File: src/rtl/arb_pkg.sv
// Shared definitions for the write arbiter.
// Holds the FSM state width and the state encoding.
// The encoding is fixed: IDLE=0, GRANT=1, OUTPUT=2.
package arb_pkg;

  localparam int STATE_W = 2;

  typedef enum logic [STATE_W-1:0] {
    ST_IDLE   = 2'd0,
    ST_GRANT  = 2'd1,
    ST_OUTPUT = 2'd2
  } state_e;

endpackage

File: src/rtl/rr_pick.sv
// Combinational round-robin search.
// Finds the first set request bit at or after the pointer, wrapping modulo NUM_WRITERS.
// The wrap works correctly even when NUM_WRITERS is not a power of two.
// Ports:
//   req_i  - per-writer request vector
//   ptr_i  - current round-robin pointer (highest-priority index)
//   any_o  - at least one request is set
//   idx_o  - index of the chosen writer (valid when any_o=1)
module rr_pick #(
  parameter int NUM_WRITERS = 4,
  parameter int ID_W        = $clog2(NUM_WRITERS)
) (
  input  logic [NUM_WRITERS-1:0] req_i,
  input  logic [ID_W-1:0]        ptr_i,
  output logic                   any_o,
  output logic [ID_W-1:0]        idx_o
);

  int cand;

  always_comb begin
    any_o = 1'b0;
    idx_o = '0;
    cand  = 0;
    for (int i = 0; i < NUM_WRITERS; i++) begin
      // Candidate index, wrapped modulo NUM_WRITERS rather than 2^ID_W.
      cand = int'(ptr_i) + i;
      if (cand >= NUM_WRITERS) cand = cand - NUM_WRITERS;
      if (!any_o && req_i[ID_W'(cand)]) begin
        any_o = 1'b1;
        idx_o = ID_W'(cand);
      end
    end
  end

endmodule

File: src/rtl/write_arbiter.sv
// Shares one downstream write sink between NUM_WRITERS req/busy writers.
//
// Handshake with the writers:
//   - A writer is granted when its busy bit is low for one cycle.
//   - The granted writer's data is captured into a one-entry output register.
//   - That register is presented to the sink with a valid/ready handshake.
//
// Priority is round-robin. The pointer advances only after a completed capture.
//
// Ports:
//   i_clk, i_reset_n  - clock; asynchronous active-low reset
//   i_req             - per-writer request
//   i_data            - per-writer data; writer k at [k*DATA_W +: DATA_W]
//   o_busy            - per-writer busy; a single low cycle is the grant
//   o_valid, o_data   - captured word towards the sink
//   o_id              - index of the writer that produced o_data
//   i_ready           - sink accepts when o_valid && i_ready at posedge
//   o_abort           - one-cycle pulse when the granted writer had dropped req
module write_arbiter
  import arb_pkg::*;
#(
  parameter  int NUM_WRITERS = 4,
  parameter  int DATA_W      = 8,
  localparam int ID_W        = $clog2(NUM_WRITERS)
) (
  input  logic                          i_clk,
  input  logic                          i_reset_n,
  input  logic [NUM_WRITERS-1:0]        i_req,
  input  logic [NUM_WRITERS*DATA_W-1:0] i_data,
  output logic [NUM_WRITERS-1:0]        o_busy,
  output logic                          o_valid,
  output logic [DATA_W-1:0]             o_data,
  output logic [ID_W-1:0]               o_id,
  input  logic                          i_ready,
  output logic                          o_abort
);

  state_e                  state_q, state_d;
  logic [ID_W-1:0]         ptr_q,   ptr_d;
  logic [ID_W-1:0]         gnt_q,   gnt_d;
  logic [NUM_WRITERS-1:0]  busy_q,  busy_d;
  logic                    valid_q, valid_d;
  logic [DATA_W-1:0]       data_q,  data_d;
  logic [ID_W-1:0]         id_q,    id_d;
  logic                    abort_q, abort_d;

  logic                    pick_any;
  logic [ID_W-1:0]         pick_idx;
  logic [DATA_W-1:0]       wr_data [NUM_WRITERS];

  rr_pick #(
    .NUM_WRITERS (NUM_WRITERS),
    .ID_W        (ID_W)
  ) u_pick (
    .req_i (i_req),
    .ptr_i (ptr_q),
    .any_o (pick_any),
    .idx_o (pick_idx)
  );

  always_comb begin
    for (int k = 0; k < NUM_WRITERS; k++) begin
      wr_data[k] = i_data[k*DATA_W +: DATA_W];
    end
  end

  always_ff @(posedge i_clk or negedge i_reset_n) begin
    if (!i_reset_n) begin
      state_q <= ST_IDLE;
      ptr_q   <= '0;
      gnt_q   <= '0;
      busy_q  <= '1;
      valid_q <= 1'b0;
      data_q  <= '0;
      id_q    <= '0;
      abort_q <= 1'b0;
    end else begin
      state_q <= state_d;
      ptr_q   <= ptr_d;
      gnt_q   <= gnt_d;
      busy_q  <= busy_d;
      valid_q <= valid_d;
      data_q  <= data_d;
      id_q    <= id_d;
      abort_q <= abort_d;
    end
  end

  always_comb begin
    state_d = state_q;
    ptr_d   = ptr_q;
    gnt_d   = gnt_q;
    // Busy is low for one cycle at most, so it returns high unless a new grant is issued.
    busy_d  = '1;
    valid_d = valid_q;
    data_d  = data_q;
    id_d    = id_q;
    abort_d = 1'b0;

    unique case (state_q)
      ST_IDLE: begin
        if (pick_any) begin
          gnt_d   = pick_idx;
          busy_d  = ~(NUM_WRITERS'(1) << pick_idx);
          state_d = ST_GRANT;
        end
      end

      ST_GRANT: begin
        if (i_req[gnt_q]) begin
          data_d  = wr_data[gnt_q];
          id_d    = gnt_q;
          valid_d = 1'b1;
          ptr_d   = (gnt_q == ID_W'(NUM_WRITERS - 1)) ? '0 : gnt_q + 1'b1;
          state_d = ST_OUTPUT;
        end else begin
          // The writer withdrew before it saw the grant.
          // Keep the pointer unchanged so that this writer keeps its turn.
          abort_d = 1'b1;
          state_d = ST_IDLE;
        end
      end

      ST_OUTPUT: begin
        if (i_ready) begin
          valid_d = 1'b0;
          state_d = ST_IDLE;
        end
      end

      default: begin
        state_d = ST_IDLE;
      end
    endcase
  end

  assign o_busy  = busy_q;
  assign o_valid = valid_q;
  assign o_data  = data_q;
  assign o_id    = id_q;
  assign o_abort = abort_q;

endmodule

File: config.mk
export PLATFORM = sky130hd
export DESIGN_NAME = write_arbiter
export DESIGN_NICKNAME = d
export VERILOG_FILES = /design/src/rtl/arb_pkg.sv /design/src/rtl/rr_pick.sv /design/src/rtl/write_arbiter.sv
export SDC_FILE = /design/constraint.sdc
export NUM_CORES = 1
export LEC_CHECK = 0
export ABC_CLOCK_PERIOD_IN_PS = 1800
export BUFFER_PORTS_ARGS = -buffer_cell sky130_fd_sc_hd__buf_2
export CAP_MARGIN = 15
export CORE_ASPECT_RATIO = 0.8
export CORE_UTILIZATION = 46
export DETAILED_ROUTE_END_ITERATION = 8
export GPL_ROUTABILITY_DRIVEN = 0
export PLACE_DENSITY = 0.79
export SYNTH_ARGS = -nofsm -noshare
export SYNTH_HDL_FRONTEND = slang
export SYNTH_SLANG_ARGS = --single-unit
File: constraint.sdc
create_clock -name i_clk -period 1.8 [get_ports i_clk]
set_clock_uncertainty 0.1 [all_clocks]
set_input_delay 0.36 -clock i_clk [delete_from_list [all_inputs] [get_ports i_clk]]
set_output_delay 0.36 -clock i_clk [all_outputs]
set_load 0.05 [all_outputs]
Yosys cells after proc, flatten, opt, wreduce, memory -nomap -nowiden
Cells that the tools add are included.
{"block": "totals", "output_inout_bits": 16, "romBits": 0, "word_cells": 88, "latchBits": 0, "mem_count": 0, "reg_bits": 22, "ramBits": 0}
{"block": "classes", "n_div": 0, "shifts": 1, "n_addsub": 8, "reduce_logical": 12, "n_lt_le_gt_ge": 10, "muxes": 41, "n_bitwise": 2, "eq_ne": 6, "n_mul": 0}
{"op": "$mux 2", "count": 12}
{"op": "$mux 1", "count": 17}
{"op": "$bmux 8 s2", "count": 1}
{"op": "$lt 2x4->1 const B", "count": 4}
{"op": "$mux 8", "count": 2}
{"op": "$ge 3x3->1 const B", "count": 4}
{"op": "$bmux 1 s2", "count": 5}
{"op": "$mux 4", "count": 2}
{"op": "$sub 2x1->2 const B", "count": 4}
{"op": "$add 2x2->3 const B", "count": 2}
{"op": "$ne 2x2->1 const B", "count": 3}
{"op": "$pmux 2 s3", "count": 1}
{"op": "$reduce_and 2->1", "count": 3}
{"op": "$eq 2x2->1 const B", "count": 2}
{"op": "$not 4->4", "count": 1}
{"op": "$shl 1x2->4 const A", "count": 1}
{"op": "$add 2x1->3 const B", "count": 1}
{"op": "$ge 2x3->1 const B", "count": 1}
{"op": "$logic_and 1x1->1", "count": 3}
{"op": "$logic_not 1->1", "count": 3}
{"op": "$lt 2x3->1 const B", "count": 1}
{"op": "$not 2->3", "count": 1}
{"op": "$reduce_and 3->1", "count": 1}
{"op": "$add 2x1->2 const B", "count": 1}
{"op": "4 further kinds", "count": 4}

Depth between registers and ports, before layout
{"block": "depth", "ltp_word": 19, "mapped_depth": 5, "depth_no_buf": 4}

Modules after synthesis
From an unflattened synthesis, not the netlist that was laid out.
{"block": "unflattened", "hier_cells": 81, "hier_area_um2": 1193.6}
{"module": "write_arbiter", "instances": 1, "cells_per_inst": 66, "area_per_inst_um2": 1116.1}
{"module": "rr_pick", "instances": 1, "cells_per_inst": 15, "area_per_inst_um2": 77.6}

Least setup slack after synthesis
No wires, ideal clock.
{"block": "synth_path", "path_type": "register to register", "from": "register gnt_q[0]", "to": "register data_q[2], in the netlist o_data[2]", "arrival_ns": 1.456, "synth_period_minus_slack_ns": 1.681, "path_slack_ns": 0.119, "stages_incl_launch_ff": 4, "setup_ns": 0.125, "required_ns": 1.575, "path_cell_list": "dfrtp_1 > buf_2 > mux4_2 > mux2_4"}
{"block": "synth_between", "elab_chain_len": 4, "elab_cells_between_ends": 7}
{"element": "from (decl)", "line": "write_arbiter.sv:40", "source": "logic [ID_W-1:0] gnt_q, gnt_d;"}
{"element": "from (signal assigned)", "line": "write_arbiter.sv:80", "source": "gnt_q <= gnt_d;"}
{"element": "$not 2->3 (not written as such)", "line": "write_arbiter.sv:111", "source": "data_d = wr_data[gnt_q];"}
{"element": "$bmux 8 s2", "line": "write_arbiter.sv:111"}
{"element": "$mux 8 (not written as such) (2 in a row)", "line": "write_arbiter.sv:111"}
{"element": "to (signal assigned)", "line": "write_arbiter.sv:83", "source": "data_q <= data_d;"}
{"element": "to (decl)", "line": "write_arbiter.sv:43", "source": "logic [DATA_W-1:0] data_q, data_d;"}
Several ways; a longest one is shown, not always the timed one. The select of a mux whose other input is x is not followed.
A chain may end at the register's enable or synchronous reset.

Final worst setup path
{"block": "layout_path", "from": "register state_q[1]", "to": "register data_q[0], in the netlist o_data[0]"}
{"block": "layout_between", "elab_chain_len": 2}
{"element": "from (decl)", "line": "write_arbiter.sv:38", "source": "state_e state_q, state_d;"}
{"element": "from (signal assigned)", "line": "write_arbiter.sv:78", "source": "state_q <= state_d;"}
{"element": "$eq 2x1->1", "line": "write_arbiter.sv:100", "source": "unique case (state_q)"}
{"element": "$reduce_and 2->1 (no line)"}
Every way passes these cells.

==> results.json <==
{
  "status": "complete, but fails checks",
  "violations": "DRC",
  "p_seq_share_pct": 29.4,
  "hold_start": "i_ready",
  "yosys.area.top_type": "dfrtp_1",
  "ioPinCount": 55,
  "rr_startpoint": "state_q[1]",
  "drive_above_1_share_pct": 64.34,
  "final_cell_mix": "buf_2, dfrtp_1, mux4_2, mux2_4, buf_4",
  "overflow": 0,
  "grt_pass1_wl_um": 4146,
  "dp_hpwl_um": 2141,
  "grt_pass1_vias": 922,
  "r2r-end": "o_data[0]",
  "final_common_cell": "buf_2",
  "grt_util_all_layers_pct": 21.79,
  "cp-end-kind": "flop",
  "setup_viol_count_final": 0,
  "vias": 928,
  "p_leak_nw": 0.7449,
  "syn_area_sq_um": 1182,
  "p_int_mw": 1.626,
  "drt_iter0_markers": 13,
  "postRouteAntennaNets": 0,
  "routedWlPerCell_um": 15.25,
  "num_antenna_cells": 0,
  "synth_area_leaders": "dfrtp_1, mux4_2, mux2_4, dfstp_2, mux2_2",
  "multi_input_area_sq_um": 616.8,
  "worstPathMaxFanout": 6,
  "die_w_um": 58.69,
  "clock_path_buffers": 2,
  "p_clk_share_pct": 7.7,
  "final_nets": 184,
  "cts.root.buffer_cell": "clkbuf_4",
  "rrSetupSlack_ns": 0.09,
  "p_switching_mw": 1.371,
  "min_period_ns": 1.713,
  "relSlewSlack_pct": 67.20,
  "pwr-share-comb_pct": 62.9,
  "tns_ns": 0,
  "post-route-period-util_pct": 95.16,
  "clk_pin_slew_worst_paths_ns": 0.12,
  "ys_seq_area_share_pct": 46.98,
  "syn_nets": 119,
  "io_buffer_count": 54,
  "seq_area_sq_um": 555.5,
  "finalPower_mw": 2.997,
  "cts_max_level": 1,
  "rsz0062_at_grt": "false",
  "numCtsBuffers": 3,
  "min_path_type": "in2reg",
  "floorplan.initialDensity_pct": 48.41,
  "cts.sinks": 22,
  "crit_type": "reg2reg",
  "vias_per_cell": 5.184,
  "floorplan.die_area_sq_um": 2778,
  "yosysTopAreaCellShare_pct": 38.10,
  "switching_share_pct": 45.73,
  "power_density_nw_per_um2": 1901,
  "cts_tree": "built",
  "fillers": 197,
  "vdd_ir_drop_max_mv": 0.7800,
  "rows": 16,
  "synthDistinctLibCells": 30,
  "die_h_um": 47.35,
  "arrival_ns": 1.83,
  "finalHoldViolCount": 0,
  "startpoint": "state_q[1]",
  "ff2ff_path_depth": 4,
  "drc": 2,
  "worstMarginPinSlew_ns": 0.4920,
  "avgSynthCellArea_sq_um": 14.97,
  "syn2layout_area_growth_pct": 33.33,
  "finalMaxSlewViolations": 0,
  "drt_wl_total_um": 2729,
  "yosys_register_bits": 22,
  "syn_inst": 79,
  "hold_end": "o_valid",
  "clock_latency_ns": 0.31,
  "max_freq_ghz": 0.5838,
  "min_delay_path_depth": 3,
  "drtPass1Iterations": 6,
  "grt_max_degree": 23,
  "worst_setup_path_start_kind": "flop",
  "cap_violations": 0,
  "core-area_sq_um": 2442,
  "cp.required_ns": 1.91,
  "antenna_found_initial": 0,
  "yosysWarnings": 0
}
-- layout make-up --
| class | count | area share (%) |
|---|---|---|
| multi-input cells | 55 | 39.13 |
| flip-flops and latches | 22 | 35.24 |
| repair buffers | 62 | 21.11 |
| well taps | 36 | 2.857 |
| clock buffers | 4 | 1.667 |
-- metal layers --
metal / vias up / wire length (um) / track usage, %
li1: 431 / - / -
met1: 456 / 1051 / 23.86
met2: 32 / 1471 / 39.08
met3: 9 / 122 / 6.061
met4: 0 / 84 / 13.33
met5: - / 0 / 0
-- power groups by stage --
stage	clock network (mW)	logic, mW	registers (mW)
6_report	0.231	1.88	0.883
5_1_grt	0.265	1.98	0.915
4_1_cts	0.243	1.85	0.881
3_5_place_dp	0	1.84	0.893
3_3_place_gp	0	1.80	0.881
2_1_floorplan	0	0.889	1.47
-- timing repair --
action,CTS,global route
gates resized for setup,0,2
setup buffers,0,1
endpoints found under the hold margin,18,0
hold buffers,1,0
setup endpoints to repair,0,11
-- how the worst max path moves through the flow --
stage,to,slack [ns]
final,o_data[0],0.09
after floorplan,o_data[2],0.12
after detailed placement,o_data[0],0.05
after CTS,o_data[0],0.03
after global routing,ptr_q[0],0.02
after global placement,o_data[0],0.1
-- cells in the mapped netlist --
library cell	instances
mux4_2	8
or2_1	1
ha_1	1
nand2_1	1
mux2_1	2
mux2_4	8
nor3_1	1
a21oi_1	1
nor4_1	1
nor3_2	1
buf_12	1
nor2_1	2
nor3b_1	3
o22a_1	1
clkbuf_1	1
mux2_2	3
nand2b_1	2
nor2b_1	4
a21o_1	2
o22ai_1	1
buf_2	1
dfstp_2	4
dfrtp_1	18
a21boi_1	1
mux2i_1	2
o32a_1	1
nand2b_4	1
nand3b_1	3
nand3_1	2
or3_4	1
-- registers in the layout (all words and copies together), names as in the netlist --
register  cells
gnt_q         2
o_data        8
o_busy        4
state_q       2
ptr_q         2
o_valid       1
o_abort       1
o_id          2
-- worst max-delay path, stage by stage, from the launching register on --
cell and delay, ns:
dfrtp_1 0.39, nand2b_1 0.21, or3_4 0.44, nand2b_4 0.14
mux2_2 0.35
-- per-stage QoR --
step	hold WS, ns	cells	utilization [%]	setup slack (ns)	instance area [sq um]
3_3_place_gp	0.2396	172	61.99	0.09575	1514
3_5_place_dp	0.2558	172	61.99	0.04718	1514
6_report	0.2776	179	64.55	0.08713	1577
2_1_floorplan	-0.03559	79	-	0.1186	1182
4_1_cts	0.2716	177	63.47	0.02578	1550
5_1_grt	0.2660	179	64.55	0.01984	1577
-- kinds of logic (layout without fill, tap and decap cells) --
family	count (synthesis)	after routing	share of synthesized area [%]
muxes	23	23	31.85
and+or+nand+nor	23	24	13.23
DFF	22	22	46.98
AOI/OAI and AO/OA	7	7	4.444
buffers and inverters	3	66	2.433
adders and majority gates	1	1	1.058
(Power assumes the default switching activity.)
